==> config.mk <==
export PLATFORM = sky130hd
export DESIGN_NAME = tc_mod7_accumulator
export DESIGN_NICKNAME = d
export VERILOG_FILES = /design/src/rtl/tc_mod7_accumulator.sv
export SDC_FILE = /design/constraint.sdc
export NUM_CORES = 1
export LEC_CHECK = 0
export CAP_MARGIN = 40
export CORE_ASPECT_RATIO = 1.25
export CORE_MARGIN = 8
export CORE_UTILIZATION = 52
export DETAILED_ROUTE_END_ITERATION = 10
export PLACE_DENSITY = 0.83
export SYNTH_ARGS = -nofsm -noshare
export SYNTH_HDL_FRONTEND = slang
export SYNTH_SLANG_ARGS = --single-unit
==> constraint.sdc <==
create_clock -name clk -period 3.5 [get_ports clk]
set_input_delay 0.7 -clock clk [delete_from_list [all_inputs] [get_ports clk]]
set_output_delay 0.7 -clock clk [all_outputs]
set_load 0.005 [all_outputs]
==> src/rtl/tc_mod7_accumulator.sv <==
// Frame-based modulo-7 residue accumulator with a thermometer-coded result.
// Optional range check on 3'b111 operands enabled by TC_ACC_RANGE_CHK_EN.
module tc_mod7_accumulator #(
    parameter int MAX_LEN = 16,
    parameter int LW      = $clog2(MAX_LEN + 1)
) (
    input  logic          clk,
    input  logic          rst_n,
    input  logic          in_valid,
    output logic          in_ready,
    input  logic [2:0]    in_data,
    input  logic          in_last,
    output logic          out_valid,
    input  logic          out_ready,
    output logic [5:0]    out_tc,
    output logic [LW-1:0] out_len,
    output logic          out_err
);

    typedef enum logic {
        ACCUM = 1'b0,
        HOLD  = 1'b1
    } state_t;

    state_t        state_r;
    state_t        state_nxt_s;
    logic [2:0]    acc_r;
    logic [LW-1:0] cnt_r;
    logic [5:0]    out_tc_r;
    logic [LW-1:0] out_len_r;
    logic          accept_s;
    logic          frame_end_s;
    logic [LW-1:0] cnt_inc_s;
    logic [2:0]    operand_s;
    logic [2:0]    acc_nxt_s;

    function automatic logic [2:0] mod7_add(input logic [2:0] a, input logic [2:0] b);
        logic [3:0] sum;
        sum = {1'b0, a} + {1'b0, b};
        if (sum >= 4'd7) begin
            sum = sum - 4'd7;
        end else begin
            sum = sum;
        end
        return sum[2:0];
    endfunction

    function automatic logic [5:0] to_thermo(input logic [2:0] k);
        logic [5:0] code;
        case (k)
            3'd0:    code = 6'b000000;
            3'd1:    code = 6'b000001;
            3'd2:    code = 6'b000011;
            3'd3:    code = 6'b000111;
            3'd4:    code = 6'b001111;
            3'd5:    code = 6'b011111;
            3'd6:    code = 6'b111111;
            default: code = 6'b000000;
        endcase
        return code;
    endfunction

    // 3'b111 is 7 mod 7, so it always contributes zero to the sum
    assign operand_s   = (in_data == 3'b111) ? 3'd0 : in_data;
    assign accept_s    = in_valid && (state_r == ACCUM);
    assign cnt_inc_s   = cnt_r + {{(LW-1){1'b0}}, 1'b1};
    assign frame_end_s = accept_s && (in_last || (cnt_inc_s == LW'(MAX_LEN)));
    assign acc_nxt_s   = mod7_add(acc_r, operand_s);

    // State register
    always_ff @(posedge clk) begin
        if (!rst_n) begin
            state_r <= ACCUM;
        end else begin
            state_r <= state_nxt_s;
        end
    end

    // Next-state logic
    always_comb begin
        state_nxt_s = state_r;
        case (state_r)
            ACCUM: begin
                if (frame_end_s) begin
                    state_nxt_s = HOLD;
                end else begin
                    state_nxt_s = ACCUM;
                end
            end
            HOLD: begin
                if (out_ready) begin
                    state_nxt_s = ACCUM;
                end else begin
                    state_nxt_s = HOLD;
                end
            end
            default: state_nxt_s = ACCUM;
        endcase
    end

    // Handshake outputs decoded from the state register only
    always_comb begin
        in_ready  = 1'b1;
        out_valid = 1'b0;
        case (state_r)
            ACCUM: begin
                in_ready  = 1'b1;
                out_valid = 1'b0;
            end
            HOLD: begin
                in_ready  = 1'b0;
                out_valid = 1'b1;
            end
            default: begin
                in_ready  = 1'b1;
                out_valid = 1'b0;
            end
        endcase
    end

    // Accumulator, beat counter and frame result registers
    always_ff @(posedge clk) begin
        if (!rst_n) begin
            acc_r     <= 3'd0;
            cnt_r     <= '0;
            out_tc_r  <= 6'b000000;
            out_len_r <= '0;
        end else if (frame_end_s) begin
            acc_r     <= 3'd0;
            cnt_r     <= '0;
            out_tc_r  <= to_thermo(acc_nxt_s);
            out_len_r <= cnt_inc_s;
        end else if (accept_s) begin
            acc_r     <= acc_nxt_s;
            cnt_r     <= cnt_inc_s;
        end else begin
            acc_r     <= acc_r;
            cnt_r     <= cnt_r;
        end
    end

    assign out_tc  = out_tc_r;
    assign out_len = out_len_r;

`ifdef TC_ACC_RANGE_CHK_EN
    logic err_r;
    logic out_err_r;
    logic err_nxt_s;

    assign err_nxt_s = err_r || (in_data == 3'b111);

    // Sticky illegal-operand flag, reported with the frame result
    always_ff @(posedge clk) begin
        if (!rst_n) begin
            err_r     <= 1'b0;
            out_err_r <= 1'b0;
        end else if (frame_end_s) begin
            err_r     <= 1'b0;
            out_err_r <= err_nxt_s;
        end else if (accept_s) begin
            err_r     <= err_nxt_s;
        end else begin
            err_r     <= err_r;
        end
    end

    assign out_err = out_err_r;
`else
    assign out_err = 1'b0;
`endif

endmodule

# After elaboration in Yosys (flattened, before gate mapping)
# Index checks and enable logic that the tools add are counted.
[classes] addsub=3 n_lt_le_gt_ge=1 n_eq_ne=8 n_mux=8 n_bitwise=2 reduce_logical=4
[op_table] op="$pmux 6 s6" count=1
[op_table] op="$eq 3x3->1 const B" count=4
[op_table] op="$eq 3x2->1 const B" count=2
[op_table] op="$mux 3" count=2
[op_table] op="$pmux 1 s2" count=3
[op_table] op="$add 5x1->5 const B" count=1
[op_table] op="$eq 5x5->1 const B" count=1
[op_table] op="$add 3x3->4" count=1
[op_table] op="$ge 4x3->1 const B" count=1
[op_table] op="$eq 3x1->1 const B" count=1
[op_table] op="$sub 3x3->3 const B" count=1
[op_table] op="$logic_and 1x1->1" count=2
[op_table] op="$mux 1" count=2
[op_table] op="$not 1->1" count=2
[op_table] op="$reduce_or 2->1" count=1
[op_table] op="$logic_or 1x1->1" count=1
[totals] regBits=20 inputBits=8 out_inout_bits=14 word_cells=31

# Depth between registers and ports, before layout
[depth] depth_word=7 mapped_depth=12

# Worst setup path before layout
# No wires, ideal clock.
[synth_path] path_type="input to register" start="in in_data[0]" end="reg out_tc_r[2] (netlist: out_tc[2])" setup_ns=0.122 arrival_ns=3.027 t_required_ns=3.378 path_slack_ns=0.351 cell_stages=11 path_cell_list="a21boi_0 ha_1 inv_1 fa_1 inv_1 ha_1 clkbuf_1 xor3_1 a211oi_1 a2111oi_0 o311a_1"
[synth_via] elab_chain_len=7 word_cells_on_any_way=13
[synth_lines] element="start, declared" line_no="11" source="input logic [2:0] in_data,"
[synth_lines] element="$eq 3x3->1" line_no="64" source="assign operand_s = (in_data == 3'b111) ? 3'd0 : in_data;"
[synth_lines] element="$mux 3 (*)" line_no="64"
[synth_lines] element="$add 3x3->4 (*)" line_no="39" source="sum = {1'b0, a} + {1'b0, b};"
[synth_lines] element="$ge 4x3->1 / $sub 3x3->3 (equally long branches)" line_no="40, 41"
[synth_lines] element="$mux 3 (*)" line_no="40" source="if (sum >= 4'd7) begin"
[synth_lines] element="$eq 3x3->1 (tied with other cells)" line_no="50" source="case (k)"
[synth_lines] element="$pmux 6 s6 (*)" line_no="50"
[synth_lines] element="end signal, assigned" line_no="131" source="out_tc_r <= to_thermo(acc_nxt_s);"
[synth_lines] element="end, declared" line_no="29" source="logic [5:0] out_tc_r;"
# Mark *: on every way between the ends. The rest lies on a longest branch, timed or not.
# A chain may end at the register's enable or synchronous reset.

# Final worst setup path
# Ends and elaborated chain as after synthesis.

==> impl_metrics.prom <==
# TYPE chip_impl_metric gauge
chip_impl_metric{name="antenna_cells_inserted",unit=""} 0
chip_impl_metric{name="synth_net_count",unit=""} 178
chip_impl_metric{name="die-area",unit="sq um"} 4440
chip_impl_metric{name="cts.reportedPaths.clkPinSlew",unit="ns"} 0.10
chip_impl_metric{name="gp_congestion",unit=""} 0.954
chip_impl_metric{name="die_x",unit="um"} 61.2
chip_impl_metric{name="post_synth_instance_area",unit="sq um"} 1330
chip_impl_metric{name="overflow",unit=""} 0
chip_impl_metric{name="share_seq_of_total_power",unit="%"} 39.7
chip_impl_metric{name="routed_wl_per_cell",unit="um"} 13.9
chip_impl_metric{name="place_hpwl",unit="um"} 2420
chip_impl_metric{name="worst_slew_margin_rel",unit="%"} 60.3
chip_impl_metric{name="postCtsSetupBuffers",unit=""} 0
chip_impl_metric{name="ant_nets",unit=""} 0
chip_impl_metric{name="power.share.switching",unit="%"} 33.8
chip_impl_metric{name="synth_seq_area_share",unit="%"} 30.1
chip_impl_metric{name="netlist-cell-type-count",unit=""} 45
chip_impl_metric{name="final_min_period_over_clock_period",unit="%"} 93.7
chip_impl_metric{name="dr_vias",unit=""} 1246
chip_impl_info{name="min-delay-start",value="out_tc[1]$_SDFFE_PN0P_"} 1
chip_impl_metric{name="report.final.slew_viol_count",unit=""} 0
chip_impl_metric{name="dpl-instance-area",unit="sq um"} 1600
chip_impl_metric{name="postSynthCellCount",unit=""} 163
chip_impl_metric{name="antenna_found_initial",unit=""} 0
chip_impl_metric{name="worst-endpoint-required",unit="ns"} 3.75
chip_impl_metric{name="total_clock_buffers_created_by_cts",unit=""} 3
chip_impl_metric{name="r2r_setup_slack",unit="ns"} 0.93
chip_impl_info{name="critical_path.reg2reg.startpoint",value="acc_r[0]$_SDFFE_PP0P_"} 1
chip_impl_metric{name="post-route-min-period",unit="ns"} 3.28
chip_impl_info{name="timing.hold.worst.class",value="reg2reg"} 1
chip_impl_metric{name="cts_hold_buf",unit=""} 0
chip_impl_metric{name="ys_ff_latch",unit=""} 20
chip_impl_metric{name="final_layout_size_suffix_gt1_share",unit="%"} 11.2
chip_impl_metric{name="floorplan.rows",unit=""} 20
chip_impl_metric{name="stdcell_area",unit="sq um"} 1650
chip_impl_metric{name="grt_pass1_vias",unit=""} 1166
chip_impl_metric{name="groute.usage.overall",unit="%"} 14.2
chip_impl_metric{name="clkLatencyLatePin",unit="ns"} 0.31
chip_impl_info{name="synth.area.top_cells",value="dfxtp_1 30%, ha_1 5.6%, nand2_1 5.6%, nand3_1 5.3%, xnor2_1 4.0%"} 1
chip_impl_metric{name="power_density",unit="nW/um^2"} 382
chip_impl_metric{name="design.core.area",unit="sq um"} 2430
chip_impl_info{name="grt_setup_unrepaired",value="no"} 1
chip_impl_metric{name="synthDominantCellAreaShare",unit="%"} 30.1
chip_impl_metric{name="floorplan.die.height",unit="um"} 72.5
chip_impl_info{name="crit_path_start",value="in_data[0]"} 1
chip_impl_metric{name="dr_vias_cell",unit=""} 5.64
chip_impl_metric{name="finClkSkew",unit="ns"} 0.0136
chip_impl_metric{name="clk_path_buf_depth",unit=""} 2
chip_impl_info{name="tritoncts",value="built"} 1
chip_impl_metric{name="max-vdd-ir-drop",unit="uV"} 200
chip_impl_metric{name="worst_slew_pin_slew",unit="ns"} 0.594
chip_impl_metric{name="nNetsFinal",unit=""} 204
chip_impl_metric{name="fmax",unit="MHz"} 305
chip_impl_info{name="status",value="completed"} 1
chip_impl_metric{name="synthArstFlopShare",unit="%"} 0
chip_impl_metric{name="detailedPlace.worstSlack",unit="ns"} -0.233
chip_impl_metric{name="timing_hold_violations_final",unit=""} 0
chip_impl_info{name="timing.critical_path.from_type",value="input port"} 1
chip_impl_metric{name="critical_path_peak_fanout",unit=""} 6
chip_impl_metric{name="drt_wl_total",unit="um"} 3060
chip_impl_metric{name="maxCapViolations",unit=""} 0
chip_impl_info{name="yosysTopAreaCell",value="dfxtp_1"} 1
chip_impl_metric{name="grt_start_max_net_pins",unit=""} 24
chip_impl_metric{name="drt_drc_violations_left",unit=""} 0
chip_impl_metric{name="finalSetupTns",unit="ns"} 0
chip_impl_metric{name="fillCellCount",unit=""} 200
chip_impl_metric{name="internal-power",unit="W"} 0.000416
chip_impl_metric{name="p_clk_share",unit="%"} 21.6
chip_impl_info{name="cts_root_buf",value="clkbuf_4"} 1
chip_impl_metric{name="initial_core_util",unit="%"} 54.8
chip_impl_metric{name="layout-area-overhead-vs-synth",unit="%"} 23.7
chip_impl_metric{name="pin_count",unit=""} 22
chip_impl_metric{name="report.final.setup_viol",unit=""} 0
chip_impl_metric{name="drc_marker_count_from_the_first_detailed_route_iteration",unit=""} 73
chip_impl_info{name="timing.setup.critical_path_class",value="in2reg"} 1
chip_impl_info{name="cp-end-kind",value="flip-flop"} 1
chip_impl_metric{name="synth_warnings",unit=""} 0
chip_impl_info{name="synth_commonest_cells",value="20 x dfxtp_1, 20 x nand2_1, 14 x nand3_1"} 1
chip_impl_metric{name="postLayoutSetupSlackWorst",unit="ns"} 0.220
chip_impl_metric{name="crit_arrival",unit="ns"} 3.53
chip_impl_metric{name="synth_edf_count",unit=""} 0
chip_impl_info{name="synth_ff_type",value="dfxtp_1"} 1
chip_impl_metric{name="cts-htree-levels",unit=""} 1
chip_impl_metric{name="leakage_power_of_the_design",unit="nW"} 0.653
chip_impl_metric{name="buffer_ports.inserted",unit=""} 20
chip_impl_metric{name="synth_area_per_cell",unit="sq um"} 8.16
chip_impl_metric{name="cts.sinks",unit=""} 20
chip_impl_metric{name="post_cts.resized_instances",unit=""} 0
chip_impl_metric{name="grt_pass1_wl",unit="um"} 5010
chip_impl_metric{name="net-switching-power",unit="W"} 0.000212
chip_impl_metric{name="first_pass_iters",unit=""} 4
chip_impl_metric{name="pwr-share-comb",unit="%"} 38.7
per-stage QoR:
stage	total power [W]	hold slack (ns)	cells	utilization, %
after floorplan	0.000411	0.436	163	-
after global placement	0.000480	0.443	217	65.9
after detailed placement	0.000490	0.448	217	65.9
after CTS	0.000621	0.462	221	67.4
after global routing	0.000663	0.504	221	67.8
final	0.000629	0.459	221	67.8
placed cells by master (no fill, tap or decap), types with 2 or more instances in the layout:
master            n
a211oi_1          3
a21boi_0          3
a21boi_1          2
a21oi_1           6
and3_1            2
buf_4            10
clkbuf_4          3
clkdlybuf4s50_1  20
dfxtp_1          20
ha_1              5
inv_1             8
mux2i_1           2
nand2_1          20
nand2b_1          3
nand3_1          14
nand3b_1          2
nand4_1           2
nor2_1           12
nor3_1            6
o211ai_1          2
o21ai_0           5
o21ai_1           4
o31ai_1           2
xnor2_1           6
xor2_1            3
layer usage:
layer | part of all wire [%] | GRT usage, % | vias up
met3 | 6.8 | 1.95 | 7
met1 | 43 | 16.7 | 570
met2 | 49 | 24.4 | 46
met4 | 1.8 | 6.23 | 0
li1 | - | - | 623
met5 | 0 | 0 | -
worst paths after layout:
kind / to / cells past startpoint
worst min register to register: out_tc[1]$_SDFFE_PN0P_ / 2
worst max-delay path: out_tc[2]$_SDFFE_PN0P_ / 12
worst max register to register: out_tc[2]$_SDFFE_PN0P_ / 10
worst min-delay path: out_tc[1]$_SDFFE_PN0P_ / 2
worst max-delay path, cell delays in order:
cell and delay, ns:
clkdlybuf4s50_1 0.49, a21boi_0 0.18, ha_1 0.20, inv_1 0.06, fa_1 0.50, inv_1 0.06
ha_2 0.22, buf_4 0.15, nor2_1 0.22, nor2_1 0.08, a2111oi_1 0.46, o311a_1 0.21
area by class of cell:
type	count	area [sq um]	share of cell area [%]
multi-input combinational	126	862	52.4
inverter	8	30.0	1.83
tap	33	41.3	2.51
timing repair buffer	30	275	16.7
sequential	20	400	24.3
clock buffer	4	36.3	2.21
sequential cells by signal, indices dropped and copies added, names as in the netlist:
signal,flops
cnt_r,5
state_r,1
out_len,5
acc_r,3
out_tc,6
cell families (layout without fill, tap and decap cells):
kind of cell / after synthesis / after routing / share of synthesized area (%)
fa+ha+maj: 7 / 7 / 7.15
other cells: 1 / 1 / 0.282
simple gates: 67 / 67 / 24.5
mux: 2 / 2 / 1.51
compound gates: 37 / 37 / 20.6
buf+inv: 17 / 42 / 5.74
xor+xnor: 12 / 12 / 10.2
flops: 20 / 20 / 30.1
power groups by stage:
stage / Combinational [W] / Sequential [W] / Clock, W
global placement: 0.000226 / 0.000254 / 0
floorplan: 0.000158 / 0.000254 / 0
finish: 0.000243 / 0.000250 / 0.000136
CTS: 0.000237 / 0.000250 / 0.000134
global route: 0.000266 / 0.000252 / 0.000145
detailed placement: 0.000235 / 0.000255 / 0
Note: power is estimated with default switching activity, not from simulation.
